<file path="src/rtl/param_loader_pkg.sv">
// Shared types and default network shape for the parameter loader.
// The per-layer counts default to the NUM_NEURON_Lx / NUM_WEIGHT_Lx macros;
// fallback values are supplied here when the build does not define them.

`ifndef NUM_NEURON_L1
`define NUM_NEURON_L1 2
`endif
`ifndef NUM_NEURON_L2
`define NUM_NEURON_L2 2
`endif
`ifndef NUM_NEURON_L3
`define NUM_NEURON_L3 1
`endif
`ifndef NUM_NEURON_L4
`define NUM_NEURON_L4 1
`endif
`ifndef NUM_WEIGHT_L1
`define NUM_WEIGHT_L1 3
`endif
`ifndef NUM_WEIGHT_L2
`define NUM_WEIGHT_L2 2
`endif
`ifndef NUM_WEIGHT_L3
`define NUM_WEIGHT_L3 2
`endif
`ifndef NUM_WEIGHT_L4
`define NUM_WEIGHT_L4 1
`endif

package param_loader_pkg;

  typedef enum logic [1:0] {
    ST_IDLE   = 2'd0,
    ST_WEIGHT = 2'd1,
    ST_BIAS   = 2'd2,
    ST_DONE   = 2'd3
  } state_t;

  localparam int unsigned NUM_LAYERS = 4;

  // Default per-layer shape, indexed by layer number 1..4.
  localparam int unsigned DEF_NUM_NEURON [1:4] = '{`NUM_NEURON_L1, `NUM_NEURON_L2,
                                                   `NUM_NEURON_L3, `NUM_NEURON_L4};
  localparam int unsigned DEF_NUM_WEIGHT [1:4] = '{`NUM_WEIGHT_L1, `NUM_WEIGHT_L2,
                                                   `NUM_WEIGHT_L3, `NUM_WEIGHT_L4};

  function automatic int unsigned max4(input int unsigned a, input int unsigned b,
                                       input int unsigned c, input int unsigned d);
    int unsigned m;
    m = a;
    if (b > m) m = b;
    if (c > m) m = c;
    if (d > m) m = d;
    return m;
  endfunction

  // Bits needed to count 0..n-1; never narrower than one bit.
  function automatic int unsigned cnt_width(input int unsigned n);
    return (n < 2) ? 1 : $clog2(n);
  endfunction

endpackage

</file>
<file path="src/rtl/param_loader.sv">
// Streams weights and biases for a four-layer network from one AXI-stream
// style input and broadcasts each word, tagged with its layer/neuron, one
// cycle after it is accepted.
//
// Handshake: a word transfers on a rising edge where i_s_axis_valid and
// o_s_axis_ready are both 1. o_s_axis_ready comes only from the registered
// state (1 in WEIGHT and BIAS) and never looks at i_s_axis_valid, so the
// producer may hold valid for as long as it likes; cycles with valid=0 are
// simply skipped without losing the load position.

module param_loader
  import param_loader_pkg::*;
#(
  parameter int unsigned NUM_NEURON_L1 = `NUM_NEURON_L1,
  parameter int unsigned NUM_NEURON_L2 = `NUM_NEURON_L2,
  parameter int unsigned NUM_NEURON_L3 = `NUM_NEURON_L3,
  parameter int unsigned NUM_NEURON_L4 = `NUM_NEURON_L4,
  parameter int unsigned NUM_WEIGHT_L1 = `NUM_WEIGHT_L1,
  parameter int unsigned NUM_WEIGHT_L2 = `NUM_WEIGHT_L2,
  parameter int unsigned NUM_WEIGHT_L3 = `NUM_WEIGHT_L3,
  parameter int unsigned NUM_WEIGHT_L4 = `NUM_WEIGHT_L4
) (
  input  logic        i_clk,
  input  logic        i_reset,
  input  logic        i_start,
  input  logic [31:0] i_s_axis_data,
  input  logic        i_s_axis_valid,
  output logic        o_s_axis_ready,
  output logic [31:0] o_weight,
  output logic        o_weight_valid,
  output logic [31:0] o_bias,
  output logic        o_bias_valid,
  output logic [31:0] o_layer_id,
  output logic [31:0] o_neuron_id,
  output logic        o_busy,
  output logic        o_done,
  output logic        o_loaded
);

  localparam int unsigned MAX_N = max4(NUM_NEURON_L1, NUM_NEURON_L2, NUM_NEURON_L3, NUM_NEURON_L4);
  localparam int unsigned MAX_W = max4(NUM_WEIGHT_L1, NUM_WEIGHT_L2, NUM_WEIGHT_L3, NUM_WEIGHT_L4);
  localparam int unsigned NCW   = cnt_width(MAX_N);
  localparam int unsigned WCW   = cnt_width(MAX_W);

  function automatic int unsigned neurons_of(input logic [2:0] l);
    case (l)
      3'd1:    return NUM_NEURON_L1;
      3'd2:    return NUM_NEURON_L2;
      3'd3:    return NUM_NEURON_L3;
      default: return NUM_NEURON_L4;
    endcase
  endfunction

  function automatic int unsigned weights_of(input logic [2:0] l);
    case (l)
      3'd1:    return NUM_WEIGHT_L1;
      3'd2:    return NUM_WEIGHT_L2;
      3'd3:    return NUM_WEIGHT_L3;
      default: return NUM_WEIGHT_L4;
    endcase
  endfunction

  state_t           state;
  state_t           state_nxt;
  logic [2:0]       layer;   // 1..4 while loading, 0 otherwise
  logic [NCW-1:0]   neuron;
  logic [WCW-1:0]   wcnt;
  logic             accept;
  logic             last_weight;
  logic             last_neuron;
  logic             last_layer;

  assign last_weight = (32'(wcnt) == weights_of(layer) - 32'd1);
  assign last_neuron = (32'(neuron) == neurons_of(layer) - 32'd1);
  assign last_layer  = (layer == 3'd4);

  // State register.
  always_ff @(posedge i_clk) begin
    if (i_reset) state <= ST_IDLE;
    else         state <= state_nxt;
  end

  // Next-state selection.
  always_comb begin
    state_nxt = state;
    case (state)
      ST_IDLE:   if (i_start) state_nxt = ST_WEIGHT;
      ST_WEIGHT: if (accept && last_weight) state_nxt = ST_BIAS;
      ST_BIAS:   if (accept) state_nxt = (last_neuron && last_layer) ? ST_DONE : ST_WEIGHT;
      ST_DONE:   state_nxt = ST_IDLE;
      default:   state_nxt = ST_IDLE;
    endcase
  end

  // State-decoded outputs and the transfer qualifier.
  always_comb begin
    o_s_axis_ready = (state == ST_WEIGHT) || (state == ST_BIAS);
    o_busy         = (state != ST_IDLE);
    accept         = i_s_axis_valid && o_s_axis_ready;
  end

  // Load-position counters; layer drops to 0 as the final bias is taken.
  always_ff @(posedge i_clk) begin
    if (i_reset) begin
      layer  <= 3'd0;
      neuron <= '0;
      wcnt   <= '0;
    end else begin
      case (state)
        ST_IDLE: begin
          if (i_start) begin
            layer  <= 3'd1;
            neuron <= '0;
            wcnt   <= '0;
          end
        end
        ST_WEIGHT: begin
          if (accept) wcnt <= last_weight ? '0 : wcnt + 1'b1;
        end
        ST_BIAS: begin
          if (accept) begin
            if (last_neuron) begin
              neuron <= '0;
              layer  <= last_layer ? 3'd0 : layer + 3'd1;
            end else begin
              neuron <= neuron + 1'b1;
            end
          end
        end
        default: ;
      endcase
    end
  end

  // Registered broadcast: each strobe carries the IDs in force when its word was taken.
  always_ff @(posedge i_clk) begin
    if (i_reset) begin
      o_weight       <= '0;
      o_weight_valid <= 1'b0;
      o_bias         <= '0;
      o_bias_valid   <= 1'b0;
      o_layer_id     <= '0;
      o_neuron_id    <= '0;
      o_done         <= 1'b0;
      o_loaded       <= 1'b0;
    end else begin
      o_weight_valid <= accept && (state == ST_WEIGHT);
      o_bias_valid   <= accept && (state == ST_BIAS);
      if (accept && (state == ST_WEIGHT)) o_weight <= i_s_axis_data;
      if (accept && (state == ST_BIAS))   o_bias   <= i_s_axis_data;
      o_layer_id  <= {29'd0, layer};
      o_neuron_id <= 32'(neuron);
      o_done      <= (state == ST_DONE);
      if ((state == ST_IDLE) && i_start) o_loaded <= 1'b0;
      else if (state == ST_DONE)         o_loaded <= 1'b1;
    end
  end

endmodule

</file>
<file path="config.mk">
export PLATFORM = sky130hd
export DESIGN_NAME = param_loader
export DESIGN_NICKNAME = d
export VERILOG_FILES = /design/src/rtl/param_loader_pkg.sv /design/src/rtl/param_loader.sv
export SDC_FILE = /design/constraint.sdc
export NUM_CORES = 1
export LEC_CHECK = 0
export BUFFER_PORTS_ARGS = -buffer_cell sky130_fd_sc_hd__buf_2
export CAP_MARGIN = 20
export CORE_UTILIZATION = 42
export DETAILED_ROUTE_END_ITERATION = 6
export GPL_ROUTABILITY_DRIVEN = 0
export PLACE_DENSITY = 0.86
export SLEW_MARGIN = 5
export SYNTH_ARGS = -nofsm -noshare
export SYNTH_HDL_FRONTEND = slang
export SYNTH_SLANG_ARGS = --single-unit
export TNS_END_PERCENT = 50
</file>
<file path="constraint.sdc">
create_clock -name i_clk -period 1.93 [get_ports i_clk]
set_clock_uncertainty 0.1 [all_clocks]
set_input_delay 0.193 -clock i_clk [delete_from_list [all_inputs] [get_ports i_clk]]
set_output_delay 0.193 -clock i_clk [all_outputs]
set_load 0.02 [all_outputs]
</file>
==> summary.txt <==
Logic synthesis
  • Mean Syn Cell Area: 7.96 um^2
  • Number of enable flip-flop cells after synthesis: 0
  • Synthesis warning total: 0
  • Most instantiated flip-flop cell in the synthesis netlist: sky130_fd_sc_hd__dfxtp_1
  • Post-Syn Instances: 438
  • Fraction of synthesis flops using an asynchronous set or reset pin: 0%
  • Count of unique library cells instantiated by Yosys: 37
  • Number of flip-flops and latches in the synthesized netlist: 80
  • Cell area after synthesis: 0.00349 mm^2
  • Sequential share of the synthesized area: 45.9%

Final layout
  • Share of the core filled with cells in the final layout: 58.1%
  • Multi-input gate area in the final layout: 0.00155 mm^2
  • Total number of nets in the final design: 625
  • Final cell area excluding filler cells: 0.00458 mm^2
  • Most common cell after layout, fill and taps aside: sky130_fd_sc_hd__nand2_1
  • Footprint of the flip-flops and latches: 0.00160 mm^2
  • Finished Layout Cells: 687
  • Fill cell count: 740
  • Commonest cells after routing, fill and taps aside: 134 x sky130_fd_sc_hd__nand2_1, 109 x sky130_fd_sc_hd__buf_2, 79 x sky130_fd_sc_hd__dfxtp_1, 70 x sky130_fd_sc_hd__a21oi_1, 60 x sky130_fd_sc_hd__conb_1
  • Antenna cells: 0
  • Share of final-layout standard cells stronger than drive strength 1: 25.8%
  • Area grow syn2layout: 31.4%

Floorplan
  • Initial Utilization: 44.2%
  • Die outline area: 0.00867 mm^2
  • Placement Rows: 32
  • Die extent in y: 93.1 um
  • Placeable core area: 0.00789 mm^2
  • Count of boundary I/O pins: 170
  • Die X-Extent: 93.1 um

Flow run
  • Total of max-cap violations: 0

Power
  • NetSw: 0.00167 W
  • Clock share of power: 31.8%
  • Total power density per cell area: 1100 mW/mm^2
  • Peak ir drop on the vdd network: 467 uV
  • Switching share of power: 33.3%
  • Share of power burned in registers: 37.7%
  • Combinational fraction of design power: 30.5%
  • Internal power contribution: 0.00335 W
  • Leak: 2.09 nW

Route
  • Number of DRC violations after detailed routing: 0
  • Overall routed net length: 8.61 mm
  • Avg Vias per Cell: 4.66
  • Post-detailed-route count of antenna-violating nets: 0
  • First-pass iteration count of the detailed router: 4
  • Routed wire length per instance: 12.5 um
  • DR vias: 3200
  • Initial drt markers: 120

Setup path
  • Nature of the critical path endpoint: register
  • Biggest cell delay along the critical path: 0.34 ns
  • Cells traversed along the worst timing path: inv_1 > ha_2 > buf_4 > xnor2_1 > a31oi_1 > o211ai_2 > nand2b_4 > o31ai_1
  • Critical Path Source Type: register
  • Worst R2R Path Depth: 8
  • Crit Reg-Reg Endpoint: wcnt[1]$_SDFFE_PP0P_
  • Required time at the worst-slack endpoint: 2.08 ns
  • Critical path origin: layer[1]$_SDFFE_PP0P_
  • Cell with the largest stage delay on the worst path: sky130_fd_sc_hd__dfxtp_1
  • Maximum net fanout on the critical path: 5
  • Start of the worst register-to-register path: layer[1]$_SDFFE_PP0P_
  • Data arrival time of the critical path: 1.99 ns
  • Worst reg2reg setup slack: 0.1 ns
  • Setup crit end: wcnt[1]$_SDFFE_PP0P_
  • Critical Setup Path Class: reg -> reg

Clock network
  • Clock edge transition at the registers on the reported setup and hold paths: 0.08 ns
  • H-Tree Level Count: 3
  • Clock root buffer: sky130_fd_sc_hd__clkbuf_8
  • Number of buffers on the longest clock path: 2
  • Worst-Skew Late Latency: 0.34 ns
  • Number of CTS-inserted buffers: 9
  • TritonCTS clock tree: done
  • Clock sink total: 80

Run status
  • Outcome: finished clean

Place
  • Detailed placer's ending HPWL: 5.81 mm
  • Port bufs: 109
  • Placement-stage worst setup slack: -0.00562 ns
  • Post-placement cell area: 0.00396 mm^2
  • Placed instance count: 638

STA
  • Final setup vio count: 0
  • Min setup slack post-route: 0.0954 ns
  • Period minus WS final: 1.83 ns
  • Total count of max-transition violations in the final report: 0
  • Maximum operating frequency: 0.545 GHz
  • Hold Vio Cnt, Final: 0
  • RSZ-0062 raised after global routing: yes
  • Post-route clock period utilization: 95.1%

GRT
  • Largest net degree at the start of global routing: 35
  • First-pass GRT wire length: 13.6 mm
  • Number of antenna violations at the first check in global routing: 0
  • GRT Overall Usage: 19.8%
  • Number of global-route vias before repair: 3028
  • Global route overflow: 0

Worst hold path
  • Min-Delay Path Class: in -> reg
how the worst min path moves through the flow:
stage	from	end	slack, ns	cells after the start
floorplan	i_start	o_loaded$_SDFFE_PP0P_	0.19	1
global placement	i_start	o_loaded$_SDFFE_PP0P_	0.32	2
detailed placement	i_start	o_loaded$_SDFFE_PP0P_	0.33	2
CTS	i_s_axis_data[23]	o_weight[23]$_SDFFE_PP0P_	0.0006	3
global route	i_s_axis_data[23]	o_weight[23]$_SDFFE_PP0P_	0.01	3
finish	i_s_axis_data[23]	o_weight[23]$_SDFFE_PP0P_	0.02	3
cells in the mapped netlist (all sizes together), types with 2 or more instances:
cell,count,area [um^2]
nand2,135,507
clkbuf,21,80.1
dfxtp,80,1600
o211ai,2,20.0
ha,9,113
inv,9,33.8
nand3,2,10.0
a311oi,2,17.5
o21ai,3,15.0
buf,64,469
nor2,15,56.3
a21oi,71,355
nand2b,3,26.3
nand4,2,12.5
nor2b,3,18.8
layout make-up:
class / instances / share of cell area [%]
Clock buffer: 11 / 2.87
Clock inverter: 5 / 2.81
Inverter: 9 / 0.738
Multi-Input combinational cell: 323 / 33.8
Sequential cell: 80 / 35.0
Tap cell: 102 / 2.79
Timing Repair Buffer: 157 / 22.0
cells by family (layout without fill, tap and decap cells):
group,after synthesis,count (layout),share of synthesized area (%)
simple gates,165,165,19.3
other cells,1,60,0.108
xor+xnor,1,1,0.251
compound gates,87,87,14.1
mux,1,1,0.323
flops,80,80,45.9
fa+ha+maj,9,9,3.23
buf+inv,94,182,16.7
critical path, delay by kind of cell, from the launching register on:
kind                     cells  cell delay (ns)
buffers and inverters        2             0.23
flip-flops                   1             0.34
adder cells (fa/ha/maj)      1             0.19
AO/OA/AOI/OAI                3             0.59
XOR/XNOR                     1             0.12
AND/OR/NAND/NOR              1             0.19
metrics by stage:
stage | TNS, ns | hold slack (ns) | power, W
4_1_cts | 0 | 0.000571 | 0.00503
6_report | 0 | 0.0155 | 0.00502
3_5_place_dp | -0.00562 | 0.331 | 0.00335
3_3_place_gp | 0 | 0.321 | 0.00330
5_1_grt | -0.0674 | 0.0140 | 0.00530
2_1_floorplan | 0 | 0.192 | 0.00297
power groups by stage:
stage / Clock (W) / Sequential [W] / Combinational [W]
2_1_floorplan: 0 / 0.00209 / 0.000879
3_3_place_gp: 0 / 0.00192 / 0.00137
3_5_place_dp: 0 / 0.00193 / 0.00142
4_1_cts: 0.00163 / 0.00189 / 0.00150
5_1_grt: 0.00171 / 0.00191 / 0.00168
6_report: 0.00160 / 0.00189 / 0.00153
layer usage:
metal / vias up / part of all wire [%] / track usage, % / wire (um)
met5: - / 0 / 0 / 0
met4: 0 / 1.1 / 8.85 / 93
met3: 9 / 4.9 / 4.23 / 425
met2: 122 / 53 / 36.1 / 4580
met1: 1493 / 41 / 21.9 / 3520
li1: 1576 / - / - / -
state kept, by name, summed over array words and instances, names as in the netlist:
register	count
wcnt	2
o_weight	32
layer	3
o_done	1
o_bias	32
neuron	1
o_bias_valid	1
o_weight_valid	1
o_neuron_id	1
o_layer_id	3
state	2
o_loaded	1
repair_timing:
action                                 CTS  global route
setup endpoints to repair                3            39
resized for setup                        2             8
pin swaps                                0             6
gates cloned                             0             0
endpoints found under the hold margin   60             0
hold buffers                            32             0
setup buffers                            0             1
Power figures use the tool's default switching activity.
